==> config.mk <==
export PLATFORM = sky130hd
export DESIGN_NAME = display_transmitter
export DESIGN_NICKNAME = d
export VERILOG_FILES = /design/src/rtl/display_transmitter.sv
export SDC_FILE = /design/constraint.sdc
export NUM_CORES = 1
export LEC_CHECK = 0
export CELL_PAD_IN_SITES_DETAIL_PLACEMENT = 1
export CELL_PAD_IN_SITES_GLOBAL_PLACEMENT = 2
export CORE_UTILIZATION = 32
export CTS_CLUSTER_SIZE = 14
export DETAILED_ROUTE_END_ITERATION = 8
export PLACE_DENSITY_LB_ADDON = 0.1
export RECOVER_POWER = 50
export SYNTH_ARGS = -nofsm -noshare
export SYNTH_HDL_FRONTEND = slang
export SYNTH_SLANG_ARGS = --single-unit
==> constraint.sdc <==
create_clock -name clk_i -period 3.02 [get_ports clk_i]
set_input_delay 0.604 -clock clk_i [delete_from_list [all_inputs] [get_ports clk_i]]
set_output_delay 0.604 -clock clk_i [all_outputs]
set_load 0.005 [all_outputs]
==> src/rtl/display_transmitter.sv <==
// Eight-digit multiplexed seven-segment and LED driver.
// New frames are buffered and swapped in only at a frame boundary.
module display_transmitter #(
    parameter int REFRESH_CLOCKS = 100_000,
    parameter int DIGITS         = 8
) (
    input  logic                  clk_i,
    input  logic                  rst_i,
    input  logic [4*DIGITS-1:0]   data_i,
    input  logic [DIGITS-1:0]     en_i,
    input  logic [DIGITS-1:0]     dp_i,
    input  logic                  valid_i,
    output logic                  ready_o,
    input  logic [15:0]           led_i,
    output logic [DIGITS-1:0]     an_o,
    output logic [6:0]            seg_o,
    output logic                  dp_o,
    output logic [15:0]           led_o
);

    localparam int CW = (REFRESH_CLOCKS > 1) ? $clog2(REFRESH_CLOCKS) : 1;
    localparam int IW = $clog2(DIGITS);
    localparam logic [CW-1:0] CNT_MAX = CW'(REFRESH_CLOCKS - 1);
    localparam logic [IW-1:0] IDX_MAX = IW'(DIGITS - 1);

    logic [CW-1:0]         cnt;
    logic [IW-1:0]         idx;
    logic [4*DIGITS-1:0]   act_data;
    logic [DIGITS-1:0]     act_en;
    logic [DIGITS-1:0]     act_dp;
    logic [4*DIGITS-1:0]   pend_data;
    logic [DIGITS-1:0]     pend_en;
    logic [DIGITS-1:0]     pend_dp;
    logic                  pend_full;

    logic       tick;
    logic       frame_end;
    logic       accept;
    logic       lit;
    logic [3:0] nib;

    assign tick      = (cnt == CNT_MAX);
    assign frame_end = tick && (idx == IDX_MAX);
    assign accept    = valid_i && !pend_full;
    assign lit       = act_en[idx];
    assign nib       = act_data[4*idx +: 4];
    assign ready_o   = ~pend_full;

    function automatic logic [6:0] hex7(input logic [3:0] h);
        logic [6:0] s;
        case (h)
            4'h0: s = 7'h40;
            4'h1: s = 7'h79;
            4'h2: s = 7'h24;
            4'h3: s = 7'h30;
            4'h4: s = 7'h19;
            4'h5: s = 7'h12;
            4'h6: s = 7'h02;
            4'h7: s = 7'h78;
            4'h8: s = 7'h00;
            4'h9: s = 7'h10;
            4'hA: s = 7'h08;
            4'hB: s = 7'h03;
            4'hC: s = 7'h46;
            4'hD: s = 7'h21;
            4'hE: s = 7'h06;
            default: s = 7'h0E;
        endcase
        return s;
    endfunction

    always_ff @(posedge clk_i) begin
        if (rst_i) begin
            cnt       <= '0;
            idx       <= '0;
            act_data  <= '0;
            act_en    <= '0;
            act_dp    <= '0;
            pend_data <= '0;
            pend_en   <= '0;
            pend_dp   <= '0;
            pend_full <= 1'b0;
            an_o      <= '1;
            seg_o     <= 7'h7F;
            dp_o      <= 1'b1;
            led_o     <= '0;
        end else begin
            if (tick) begin
                cnt <= '0;
                idx <= (idx == IDX_MAX) ? '0 : idx + 1'b1;
            end else begin
                cnt <= cnt + 1'b1;
            end

            // accept needs an empty buffer, commit a full one: never both
            if (accept) begin
                pend_data <= data_i;
                pend_en   <= en_i;
                pend_dp   <= dp_i;
                pend_full <= 1'b1;
            end else if (frame_end && pend_full) begin
                act_data  <= pend_data;
                act_en    <= pend_en;
                act_dp    <= pend_dp;
                pend_full <= 1'b0;
            end

            if (lit) begin
                an_o  <= ~(DIGITS'(1) << idx);
                seg_o <= hex7(nib);
                dp_o  <= ~act_dp[idx];
            end else begin
                an_o  <= '1;
                seg_o <= 7'h7F;
                dp_o  <= 1'b1;
            end
            led_o <= led_i;
        end
    end

endmodule

==> Word level (Yosys, flattened, before mapping) <==
Memories as Yosys holds them, arrays and structs flattened. A register that Yosys moved wholly into a read port is not among the register bits.
Cells that the tools add are included.
W data, S select, Z words.
{ "classes": {"addsub": 2, "magnitude_cmp": 1, "eq_ne": 2, "n_shift": 2, "mux": 7, "bitwise": 5, "reduce_logical": 8} }
{ "ops": {"columns": ["operator", "count"], "rows": [
  ["$shiftx A32 B6 Y4", 1],
  ["$add A17 B1 Y17 const B", 1],
  ["$eq A17 B17 Y1 const B", 1],
  ["$not A8 Y8", 1],
  ["$shl A1 B3 Y8 const A", 1],
  ["$bmux W1 S3", 2],
  ["$lt A3 B4 Y1 const B", 1],
  ["$mux W1", 4],
  ["$not A1 Y1", 4],
  ["$reduce_or A2 Y1", 2],
  ["$add A3 B1 Y3 const B", 1],
  ["$eq A3 B3 Y1 const B", 1],
  ["$logic_and A1 B1 Y1", 3],
  ["$mux W3", 1],
  ["$reduce_and A2 Y1", 1],
  ["$reduce_bool A2 Y1", 1],
  ["$logic_not A1 Y1", 1]
]} }
{ "word_totals": {"register_bits": 142, "romBits": 112, "inputBits": 67, "output_inout_bits": 33, "elab_cells": 40, "n_memories": 1} }
{ "mem_list": {"columns": ["memory", "depth", "word_bits", "rd", "rd_clocked_by_memory_dff", "wr", "line_no", "text"], "rows": [
  ["(name not given)", 16, 7, 1, 1, 0, "51", "case (h)"]
]} }

==> Longest topological paths before layout <==
{ "depth": {"depth_word": 5, "depth_mapped": 10, "ltp_nobuf": 8} }

==> Worst setup path before layout <==
Ideal clock, no wire load.
{ "synth_timing": {"path_kind": "register -> register", "start": "register idx[0]", "end": "register seg_o[3]", "arrival_ns": 2.342, "required_time_ns": 2.946, "path_slack_ns": 0.604, "path_stages_with_launch": 10, "path_buffers": 2, "period_less_slack_ns": 2.416, "path_cell_list": "dfxtp_1 -> buf_2 -> buf_2 -> mux4_2 -> mux2_2 -> inv_1 -> ha_1 -> nor3_1 -> a211oi_1 -> o21ai_0"} }
{ "synth_between": {"elab_chain_len": 4} }
{ "synth_rtl": {"columns": ["element", "line_no", "text"], "rows": [
  ["from (decl)", "27", "logic [IW-1:0] idx;"],
  ["from (signal assigned)", "90", "idx <= (idx == IDX_MAX) ? '0 : idx + 1'b1;"],
  ["parallel branches: the longest is 4 deep, another holds $shiftx A32 B6 Y4", null, null],
  ["to (decl)", "16", "output logic [6:0] seg_o,"]
]} }
Several ways; the timed one is not identified. The select of a mux whose other input is x is not followed.
A chain may end at the register's enable or synchronous reset.

==> Final worst setup path <==
{ "layout_timing": {"start": "input rst_i", "end": "register cnt[12]"} }
{ "layout_between": {"elab_chain_len": 1} }
{ "layout_rtl": {"columns": ["element", "line_no", "text"], "rows": [
  ["from (decl)", "8", "input logic rst_i,"],
  ["$reduce_or A2 Y1 (no source line)", null, null],
  ["to (signal assigned)", "92", "cnt <= cnt + 1'b1;"],
  ["to (decl)", "26", "logic [CW-1:0] cnt;"]
]} }
No other way between the ends.

==> flow_summary.ini <==
[critical_path]
cp.required_ns = 3.32
rrSetupSlack_ns = 0.53
reg2reg_from = idx[0]$_SDFFE_PP0N_
cp-end-kind = register
critPathKind = primary input to register
r2r_end = seg_o[3]$_SDFF_PP1_
cp_max_fo = 50
start_kind = primary input
critPathArrivalTime_ns = 2.89
rr_worst_depth = 7

[sta]
relSlewSlack = -0.5372
fin_setup_tns_ns = 0
rsz0062_at_grt = no
fin_crit_sh = 0.8568
fmax_mhz = 386.5
setup_viol = 0
timing.final.ws_setup_ns = 0.4324
fin_worst_skew_ns = 0.009782
slew_viol_final = 50
min_period_ns = 2.588
worstMarginPinSlew_ns = 2.306
hold_viol = 0

[clock_tree]
cts-htree-levels = 4
clkSinkCount = 149
clock_latency_ns = 0.42
root_buffer = clkbuf_16
cts_setup_buffers = 0
cts_tree = done
cts.repair.resized = 0
cts_buffer_depth = 2
clk_pin_slew_worst_paths_ns = 0.06
cts_hold_buffers = 0
cts_inserted_buffers = 17

[floorplanning]
start_util = 0.3282
die_h_um = 135.4
rows = 48
die_x_um = 135.4
core_um2 = 17360
die_area_um2 = 18340
num_io_pins = 100

[yosys]
synth_area_um2 = 5697
avgSynthCellArea_um2 = 9.401
synth_edf_count = 0
synthesis.instances = 606
ys.flop_type = dfxtp_1
synth_seq_area_share = 0.5236
synth_warnings = 0
yosys_register_bits = 149
yosys.cell_types.count = 38
syn-num-nets = 685
ys_async_sr_fraction = 0

[global_route]
grt-ovfl-total = 0
grtUsageTotal = 0.1639
grt_pass1_vias = 4579
grt_max_degree = 72
antenna_found_initial = 0
grt_pass1_wl_um = 23210

[drt]
antenna_left = 0
viasPerCell = 4.704
drtIter0Drc = 213
vias = 4398
routed_wl_um = 13930
wl_per_cell_um = 14.90
first_pass_iters = 4
drc = 0

[layout]
n_antenna_cell = 0
synthToLayoutAreaGrowth_pct = 32.26
final_nets = 777
drive_above_1_share = 0.08028
post-route-util = 0.4341
n_fill_cell = 1948
final_common_cell = dfxtp_1
final_cell_mix = 149 x dfxtp_1, 120 x nand2_1, 77 x nor2_1

[power]
leakagePower_nw = 2.680
powerDensity_nw_per_um2 = 588.8
peakVddDrop_v = 0.0004170

[outcome]
violations = capacitance limit, slew limit
outcome = finished, violations left

[placed_design]
pre_cts_ws_ns = 0.5479
place_congestion = 0.8015
dpl.hpwl_um = 9813
portBuffers = 99

[hold_path]
hold_depth = 2
min_from = pend_dp[7]$_SDFFE_PP0P_
hold_path_class = register to register
holdPathEnd = pend_dp[7]$_SDFFE_PP0P_

[flow_run]
drv_cap = 1
-- registers in the layout (all words and copies together), names as in the netlist, 16 cells and up --
signal / cells
cnt: 17
led_o: 16
pend_data: 32
act_data: 32
-- routing by layer --
metal / wire [um] / part of all wire / vias up / GRT usage
met1: 6717 / 0.48 / 2090 / 0.2098
met3: 771 / 0.055 / 14 / 0.05799
met4: 165 / 0.012 / 0 / 0.06117
met5: 0 / 0 / - / 0
li1: - / - / 2193 / -
met2: 6280 / 0.45 / 101 / 0.2524
-- worst max path at each step --
stage	start	to	slack, ns
4_1_cts	idx[0]$_SDFFE_PP0N_	seg_o[3]$_SDFF_PP1_	0.52
3_3_place_gp	idx[0]$_SDFFE_PP0N_	seg_o[3]$_SDFF_PP1_	0.67
5_1_grt	rst_i	cnt[15]$_SDFF_PP0_	0.19
6_report	rst_i	cnt[12]$_SDFF_PP0_	0.43
3_5_place_dp	idx[0]$_SDFFE_PP0N_	seg_o[3]$_SDFF_PP1_	0.55
2_1_floorplan	idx[0]$_SDFFE_PP0N_	seg_o[3]$_SDFF_PP1_	0.60
-- logic make-up after synthesis --
logic type,count (synthesis),synth area share
AOI/OAI and AO/OA,66,0.06435
buffers and inverters,47,0.03426
muxes,67,0.1425
and+or+nand+nor,250,0.1858
DFF,149,0.5236
adders and majority gates,12,0.02636
xor gates and xnor gates,15,0.02306
-- Yosys cell counts (2+ instances only) --
cell type,n,area share
nor2b_1,18,0.020
o21ai_0,2,0.0018
buf_2,9,0.0079
a21oi_1,52,0.046
nand3_1,11,0.0097
mux2i_1,53,0.093
o221ai_1,4,0.0061
inv_1,11,0.0072
buf_1,3,0.0020
buf_4,2,0.0026
nor2_1,77,0.051
nand2b_1,2,0.0022
ha_1,12,0.026
mux2_2,3,0.0059
mux4_2,10,0.040
xnor2_1,9,0.014
nor3_1,9,0.0079
nor4_1,3,0.0033
or2_2,2,0.0022
clkbuf_1,21,0.014
nand4_1,2,0.0022
xor2_1,6,0.0092
a211oi_1,3,0.0040
dfxtp_1,149,0.52
nand2_1,120,0.079
-- final cells by class --
| class | instances | area [um2] | area share |
|---|---|---|---|
| Multi-Input combinational cell | 410 | 2535 | 0.3364 |
| Inverter | 12 | 45.04 | 0.005978 |
| Tap cell | 225 | 281.5 | 0.03736 |
| Clock buffer | 22 | 474.2 | 0.06294 |
| Clock inverter | 9 | 126.4 | 0.01677 |
| Timing Repair Buffer | 108 | 1090 | 0.1446 |
| Sequential cell | 149 | 2983 | 0.3959 |
-- worst max-delay path, cell delays in order --
cell and delay [ns]:
clkbuf_1 1.60, or2_2 0.55, nor2_1 0.09
-- report_power, final --
group / internal (mW) / leakage [nW] / switching (mW)
clock network: 1.36 / 0.296 / 0.799
registers: 2.02 / 1.21 / 0.0270
logic: 0.131 / 1.17 / 0.105
total: 3.50 / 2.68 / 0.931
-- metrics by stage --
| step | instance area [um2] | hold slack, ns | instances | power [mW] |
|---|---|---|---|---|
| after floorplan | 5697 | 0.4295 | 606 | 2.182 |
| after global placement | 6938 | 0.4383 | 904 | 2.326 |
| after CTS | 7538 | 0.4583 | 935 | 4.512 |
| after global routing | 7535 | 0.4758 | 935 | 4.627 |
| final | 7535 | 0.4553 | 935 | 4.436 |
| after detailed placement | 6938 | 0.4500 | 904 | 2.335 |
Note: power is estimated with default switching activity, not from simulation.
